File: src/rtl/jpeg_pkg.sv
// Shared types and constants for the JPEG byte stuffer.
// JPEG_EOI_MARKER_EN adds the EOI_FF/EOI_D9 states that append the end-of-image marker.
package jpeg_pkg;

  localparam logic [7:0] BYTE_FF    = 8'hFF;
  localparam logic [7:0] BYTE_STUFF = 8'h00;
  localparam logic [7:0] EOI_LO     = 8'hD9;

`ifdef JPEG_EOI_MARKER_EN
  typedef enum logic [2:0] {
    ST_IDLE, ST_LOAD, ST_EMIT, ST_STUFF, ST_EOI_FF, ST_EOI_D9
  } state_t;
`else
  typedef enum logic [1:0] {
    ST_IDLE, ST_LOAD, ST_EMIT, ST_STUFF
  } state_t;
`endif

  typedef struct packed {
    logic        last;
    logic [4:0]  bits;
    logic [31:0] data;
  } fifo_entry_t;

  // Final words get their unused tail filled with 1s; bits==0 means a full word.
  function automatic logic [31:0] pad_word(input fifo_entry_t e);
    logic [31:0] w;
    w = e.data;
    if (e.last && (e.bits != 5'd0)) w = e.data | (32'hFFFF_FFFF >> e.bits);
    return w;
  endfunction

  function automatic logic [2:0] byte_count(input fifo_entry_t e);
    logic [5:0] rounded;
    rounded = {1'b0, e.bits} + 6'd7;
    if (!e.last || (e.bits == 5'd0)) return 3'd4;
    return rounded[5:3];
  endfunction

endpackage

File: src/rtl/jpeg_word_fifo.sv
// Synchronous word FIFO with registered pointers; one extra pointer bit separates full from empty.
// Write while full is accepted only when a read frees a slot in the same cycle.
module jpeg_word_fifo
  import jpeg_pkg::*;
#(
  parameter int DEPTH = 8
) (
  input  logic        clk,
  input  logic        rst,
  input  logic        wr_en,
  input  fifo_entry_t wr_data,
  input  logic        rd_en,
  output fifo_entry_t rd_data,
  output logic        full,
  output logic        empty
);

  localparam int AW = $clog2(DEPTH);

  logic [AW:0] wr_ptr, rd_ptr;
  fifo_entry_t mem [DEPTH];
  logic        do_wr, do_rd;

  assign empty   = (wr_ptr == rd_ptr);
  assign full    = (wr_ptr[AW] != rd_ptr[AW]) && (wr_ptr[AW-1:0] == rd_ptr[AW-1:0]);
  assign do_rd   = rd_en && !empty;
  assign do_wr   = wr_en && (!full || do_rd);
  assign rd_data = mem[rd_ptr[AW-1:0]];

  always_ff @(posedge clk or posedge rst) begin
    if (rst) begin
      wr_ptr <= '0;
      rd_ptr <= '0;
    end else begin
      if (do_wr) wr_ptr <= wr_ptr + 1'b1;
      if (do_rd) rd_ptr <= rd_ptr + 1'b1;
    end
  end

  always_ff @(posedge clk) begin
    if (do_wr) mem[wr_ptr[AW-1:0]] <= wr_data;
  end

endmodule

File: src/rtl/jpeg_byte_stuffer.sv
// Serialises buffered 32-bit Huffman words into bytes, inserting 0x00 after every 0xFF; first byte 2 cycles after the strobe.
// Valid/ready output holds while stalled; JPEG_EOI_MARKER_EN appends an unstuffed FF D9 after the final word.
module jpeg_byte_stuffer
  import jpeg_pkg::*;
#(
  parameter int FIFO_DEPTH = 8
) (
  input  logic        clk,
  input  logic        rst,
  input  logic [31:0] JPEG_bitstream,
  input  logic        data_ready,
  input  logic        last_word,
  input  logic [4:0]  last_bits,
  output logic [7:0]  out_byte,
  output logic        out_valid,
  input  logic        out_ready,
  output logic        out_last,
  output logic        overflow,
  output logic        busy
);

  state_t      state, state_nxt, done_state;
  fifo_entry_t wr_entry, rd_entry, entry_q;
  logic        fifo_full, fifo_empty, pop, push, xfer;
  logic [31:0] shift_q;
  logic [2:0]  count_q;
  logic        final_q;

  assign wr_entry = '{last: last_word, bits: last_bits, data: JPEG_bitstream};
  assign pop      = (state == ST_IDLE) && !fifo_empty;
  assign push     = data_ready && (!fifo_full || pop);
  assign xfer     = out_valid && out_ready;
  assign busy     = !fifo_empty || (state != ST_IDLE);

  jpeg_word_fifo #(.DEPTH(FIFO_DEPTH)) u_fifo (
    .clk     (clk),
    .rst     (rst),
    .wr_en   (push),
    .wr_data (wr_entry),
    .rd_en   (pop),
    .rd_data (rd_entry),
    .full    (fifo_full),
    .empty   (fifo_empty)
  );

`ifdef JPEG_EOI_MARKER_EN
  assign done_state = final_q ? ST_EOI_FF : ST_IDLE;
`else
  assign done_state = ST_IDLE;
`endif

  always_ff @(posedge clk or posedge rst) begin
    if (rst) state <= ST_IDLE;
    else     state <= state_nxt;
  end

  always_ff @(posedge clk or posedge rst) begin
    if (rst) begin
      entry_q  <= '0;
      shift_q  <= '0;
      count_q  <= '0;
      final_q  <= 1'b0;
      overflow <= 1'b0;
    end else begin
      if (data_ready && fifo_full && !pop) overflow <= 1'b1;
      if (pop) entry_q <= rd_entry;
      if (state == ST_LOAD) begin
        shift_q <= pad_word(entry_q);
        count_q <= byte_count(entry_q);
        final_q <= entry_q.last;
      end else if ((state == ST_EMIT) && xfer) begin
        shift_q <= {shift_q[23:0], 8'h00};
        count_q <= count_q - 3'd1;
      end
    end
  end

  // Outputs come only from registered state, so they hold while out_ready is low.
  always_comb begin
    state_nxt = state;
    out_valid = 1'b0;
    out_byte  = BYTE_STUFF;
    out_last  = 1'b0;
    case (state)
      ST_IDLE: if (!fifo_empty) state_nxt = ST_LOAD;
      ST_LOAD: state_nxt = ST_EMIT;
      ST_EMIT: begin
        out_valid = 1'b1;
        out_byte  = shift_q[31:24];
`ifndef JPEG_EOI_MARKER_EN
        out_last  = final_q && (count_q == 3'd1) && (shift_q[31:24] != BYTE_FF);
`endif
        if (xfer) begin
          if (shift_q[31:24] == BYTE_FF) state_nxt = ST_STUFF;
          else if (count_q == 3'd1)      state_nxt = done_state;
        end
      end
      ST_STUFF: begin
        out_valid = 1'b1;
        out_byte  = BYTE_STUFF;
`ifndef JPEG_EOI_MARKER_EN
        out_last  = final_q && (count_q == 3'd0);
`endif
        if (xfer) state_nxt = (count_q != 3'd0) ? ST_EMIT : done_state;
      end
`ifdef JPEG_EOI_MARKER_EN
      ST_EOI_FF: begin
        out_valid = 1'b1;
        out_byte  = BYTE_FF;
        if (xfer) state_nxt = ST_EOI_D9;
      end
      ST_EOI_D9: begin
        out_valid = 1'b1;
        out_byte  = EOI_LO;
        out_last  = 1'b1;
        if (xfer) state_nxt = ST_IDLE;
      end
`endif
      default: state_nxt = ST_IDLE;
    endcase
  end

endmodule

File: config.mk
export PLATFORM = sky130hd
export DESIGN_NAME = jpeg_byte_stuffer
export DESIGN_NICKNAME = d
export VERILOG_FILES = /design/src/rtl/jpeg_pkg.sv /design/src/rtl/jpeg_word_fifo.sv /design/src/rtl/jpeg_byte_stuffer.sv
export SDC_FILE = /design/constraint.sdc
export NUM_CORES = 1
export LEC_CHECK = 0
export ABC_AREA = 1
export ABC_CLOCK_PERIOD_IN_PS = 3760
export CORE_UTILIZATION = 55
export CTS_BUF_LIST = sky130_fd_sc_hd__clkbuf_16
export DETAILED_ROUTE_END_ITERATION = 8
export PLACE_DENSITY = 0.84
export SETUP_SLACK_MARGIN = 0.02
export SLEW_MARGIN = 20
export SYNTH_ARGS = -nofsm -noshare
export SYNTH_HDL_FRONTEND = slang
export SYNTH_SLANG_ARGS = --single-unit
File: constraint.sdc
create_clock -name clk -period 3.76 [get_ports clk]
set_input_delay 0.752 -clock clk [delete_from_list [all_inputs] [get_ports clk]]
set_output_delay 0.752 -clock clk [all_outputs]
set_load 0.05 [all_outputs]
==> results.md <==
* Initial antenna violation count at 0
* Grt ovf at 0
* Crit path kind: flop to output pin
* Sequential fraction of the synthesis area at 68.5%
* Placed cell area at 0.0173 mm²
* Worst slew pin tran at just over 1 ns
* Max Clock Freq at 0.320 GHz
* Slew Viols, Final at 0
* Synth cell types at 33
* Peak supply drop at about 470 µV
* Wirelength, routed at 34.7 mm
* Mapped Cells at approximately 1600
* Startpoint types: flop
* Worst slew margin at 32.0%
* Initial Util at roughly 57%
* Post-DR vias/cell at 5.53
* Most frequent cells in the layout: 691 x nand2_1, 304 x edfxtp_1, 131 x nand3_1
* Share of cells above drive strength 1 at 6.20%
* Syn Area/Cell at between 10 and 15 µm²
* Worst Path Required at 3.01 ns
* Post-Syn Area at 0.0164 mm²
* 1st-pass router iterations at 6
* Final Cell Area at 0.0185 mm²
* TritonCTS clock tree: done
* Worst hold path class: flop to flop
* Overall power at 0.0146 W
* Port buffer count at 53
* Core area at just under 0.03 mm²
* Total I/O pin count at 54
* YS warnings at 0
* Met3 Use GR at 3.44%
* RSZ-0062 raised after global routing: no
* PwrDens at slightly below 800 mW/mm²
* Most common cell after layout, fill and taps aside: nand2_1
* Tmin final at 3.12 ns
* Postcts setup bufs at 0
* Worst-case reg-to-reg path depth at 8
* Initial DRC count at roughly 1300
* # rows at a little over 60
* Final setup fails at 0
* TritonCTS Buffers at 39
* Number of H-tree levels at 2
* Clk Latency, worst-skew pair at 0.54 ns
* CTS Hold Bufs at 0
* Seq cells post-synth at 389
* Largest net degree at the start of global routing at 77
* Chip Height at 175 µm
* # fillers at about 2100
* Outcome: finished clean
* CTS max path bufs at 3
* Routed Antenna Nets at 0
* Mapped Nets at 1659
* Antenna cells at 0
* Setup Total Neg Slack at 0 ns
* Max Cap Viol at 0
* Sequential Area at roughly 0.011 mm²
* Area delta synth->final at 12.7%
* First-pass GRT wire length at 56.0 mm
* Worst Path Max Fanout at 3
* Die Width at 175 µm
* Total number of vias at between 10000 and 15000
* GRT met2 Usage at 38.9%
* Crit end category: output pin
* Final period util at 83.1%
* DRC viols at 0
* PostCTS Resize Cnt at 0
* Die area at around 0.031 mm²
* Clk sinks at 389
* Hold Path Cell Cnt at 2
* CP arrival at 2.37 ns
* CTS root buf: clkbuf_16
* GRT Max-Usage Layer: met2
* WL per Instance at about 17 µm
* Met1 Usage GRT at ~30%
* Placer's final routability congestion estimate at 0.873
* Net count, final at 1694
* Gr usage total at 23.3%
* Multi-input gate area at 0.00451 mm²
* Clk pin slew, worst setup/hold paths at 0.06 ns
* Post-DP HPWL at 20.4 mm
* Clk_skew at 0.0277 ns
* Hold Fails Final Rpt at 0
* Pleak at 7.59 nW
* Vias in the first global route at 11400
worst paths after layout:
kind,from,end,slack (ns)
worst max-delay path,count_q[0],out_last,0.64
worst min-delay path,shift_q[5],shift_q[5],0.48
worst max register to register,u_fifo.rd_ptr[0],entry_q[6],1.00
worst min register to register,shift_q[5],shift_q[5],0.48
max in group asynchronous,rst,u_fifo.rd_ptr[0],2.27
min in group asynchronous,rst,shift_q[18],0.72
cells by family (layout without fill, tap and decap cells):
group | count (synthesis) | in the layout | synth area share [%]
XOR/XNOR | 6 | 6 | 0.320
buffers and inverters | 165 | 230 | 4.37
adder cells (fa/ha/maj) | 5 | 5 | 0.381
AND/OR/NAND/NOR | 932 | 932 | 22.7
flip-flops | 389 | 389 | 68.5
AO/OA/AOI/OAI | 115 | 115 | 3.73
layout make-up:
class                      count  area share [%]
sequential                   389            60.8
tap                          384            2.59
inverter                      87            1.78
clock buffer                  39            5.27
timing repair buffer          72            3.62
multi-input combinational   1058            24.4
clock inverter                32            1.56
stage by stage:
stage                     utilization, %  hold WS (ns)  setup WS [ns]  instances
after global placement              59.5         0.458           1.08       1990
after detailed placement            59.5         0.466           1.05       1990
after floorplan                        -         0.441          0.630       1612
after CTS                           63.8         0.483          0.606       2061
final                               63.8         0.483          0.637       2061
after global routing                63.8         0.498          0.475       2061
per-layer routing:
metal | vias up | wire length [µm]
met5 | - | 0
met4 | 0 | 990
met3 | 77 | 2610
met2 | 525 | 17200
met1 | 5433 | 13900
li1 | 5371 | -
synthesized netlist by cell type, drive strengths merged:
master / n / area [µm²]
buf: 58 / 313
o211ai: 1 / 7.51
edfxtp: 304 / 9130
xor2: 4 / 35.0
inv: 87 / 327
ha: 5 / 62.6
nand4: 1 / 6.26
o21ai: 86 / 442
clkbuf: 20 / 78.8
nor3: 2 / 10.0
nand3b: 1 / 7.51
xnor2: 2 / 17.5
o21bai: 3 / 22.5
dfrtp: 85 / 2130
nor2: 96 / 380
or2: 5 / 31.3
a31oi: 2 / 12.5
nand3: 133 / 676
nand2: 694 / 2610
a22oi: 1 / 7.51
a21oi: 22 / 121
flip-flops by register name, indices dropped and copies added, names as in the netlist:
name,count
count_q,3
entry_q,38
final_q,1
overflow,1
shift_q,32
state,2
u_fifo.mem,304
u_fifo.rd_ptr,4
u_fifo.wr_ptr,4
critical path, stage by stage, from the launching register on:
cell and delay (ns):
dfrtp_1 0.40, inv_1 0.11, ha_1 0.15, nand2_1 0.07, nor3_1 0.15, a31oi_1 0.06, nor2_1 0.10, clkdlybuf4s50_1 0.81
power by group:
part / internal [W] / switching [W]
combinational: 0.00131 / 0.00342
sequential: 0.00556 / 0.000478
clock: 0.00224 / 0.00156
(Power assumes the default switching activity.)
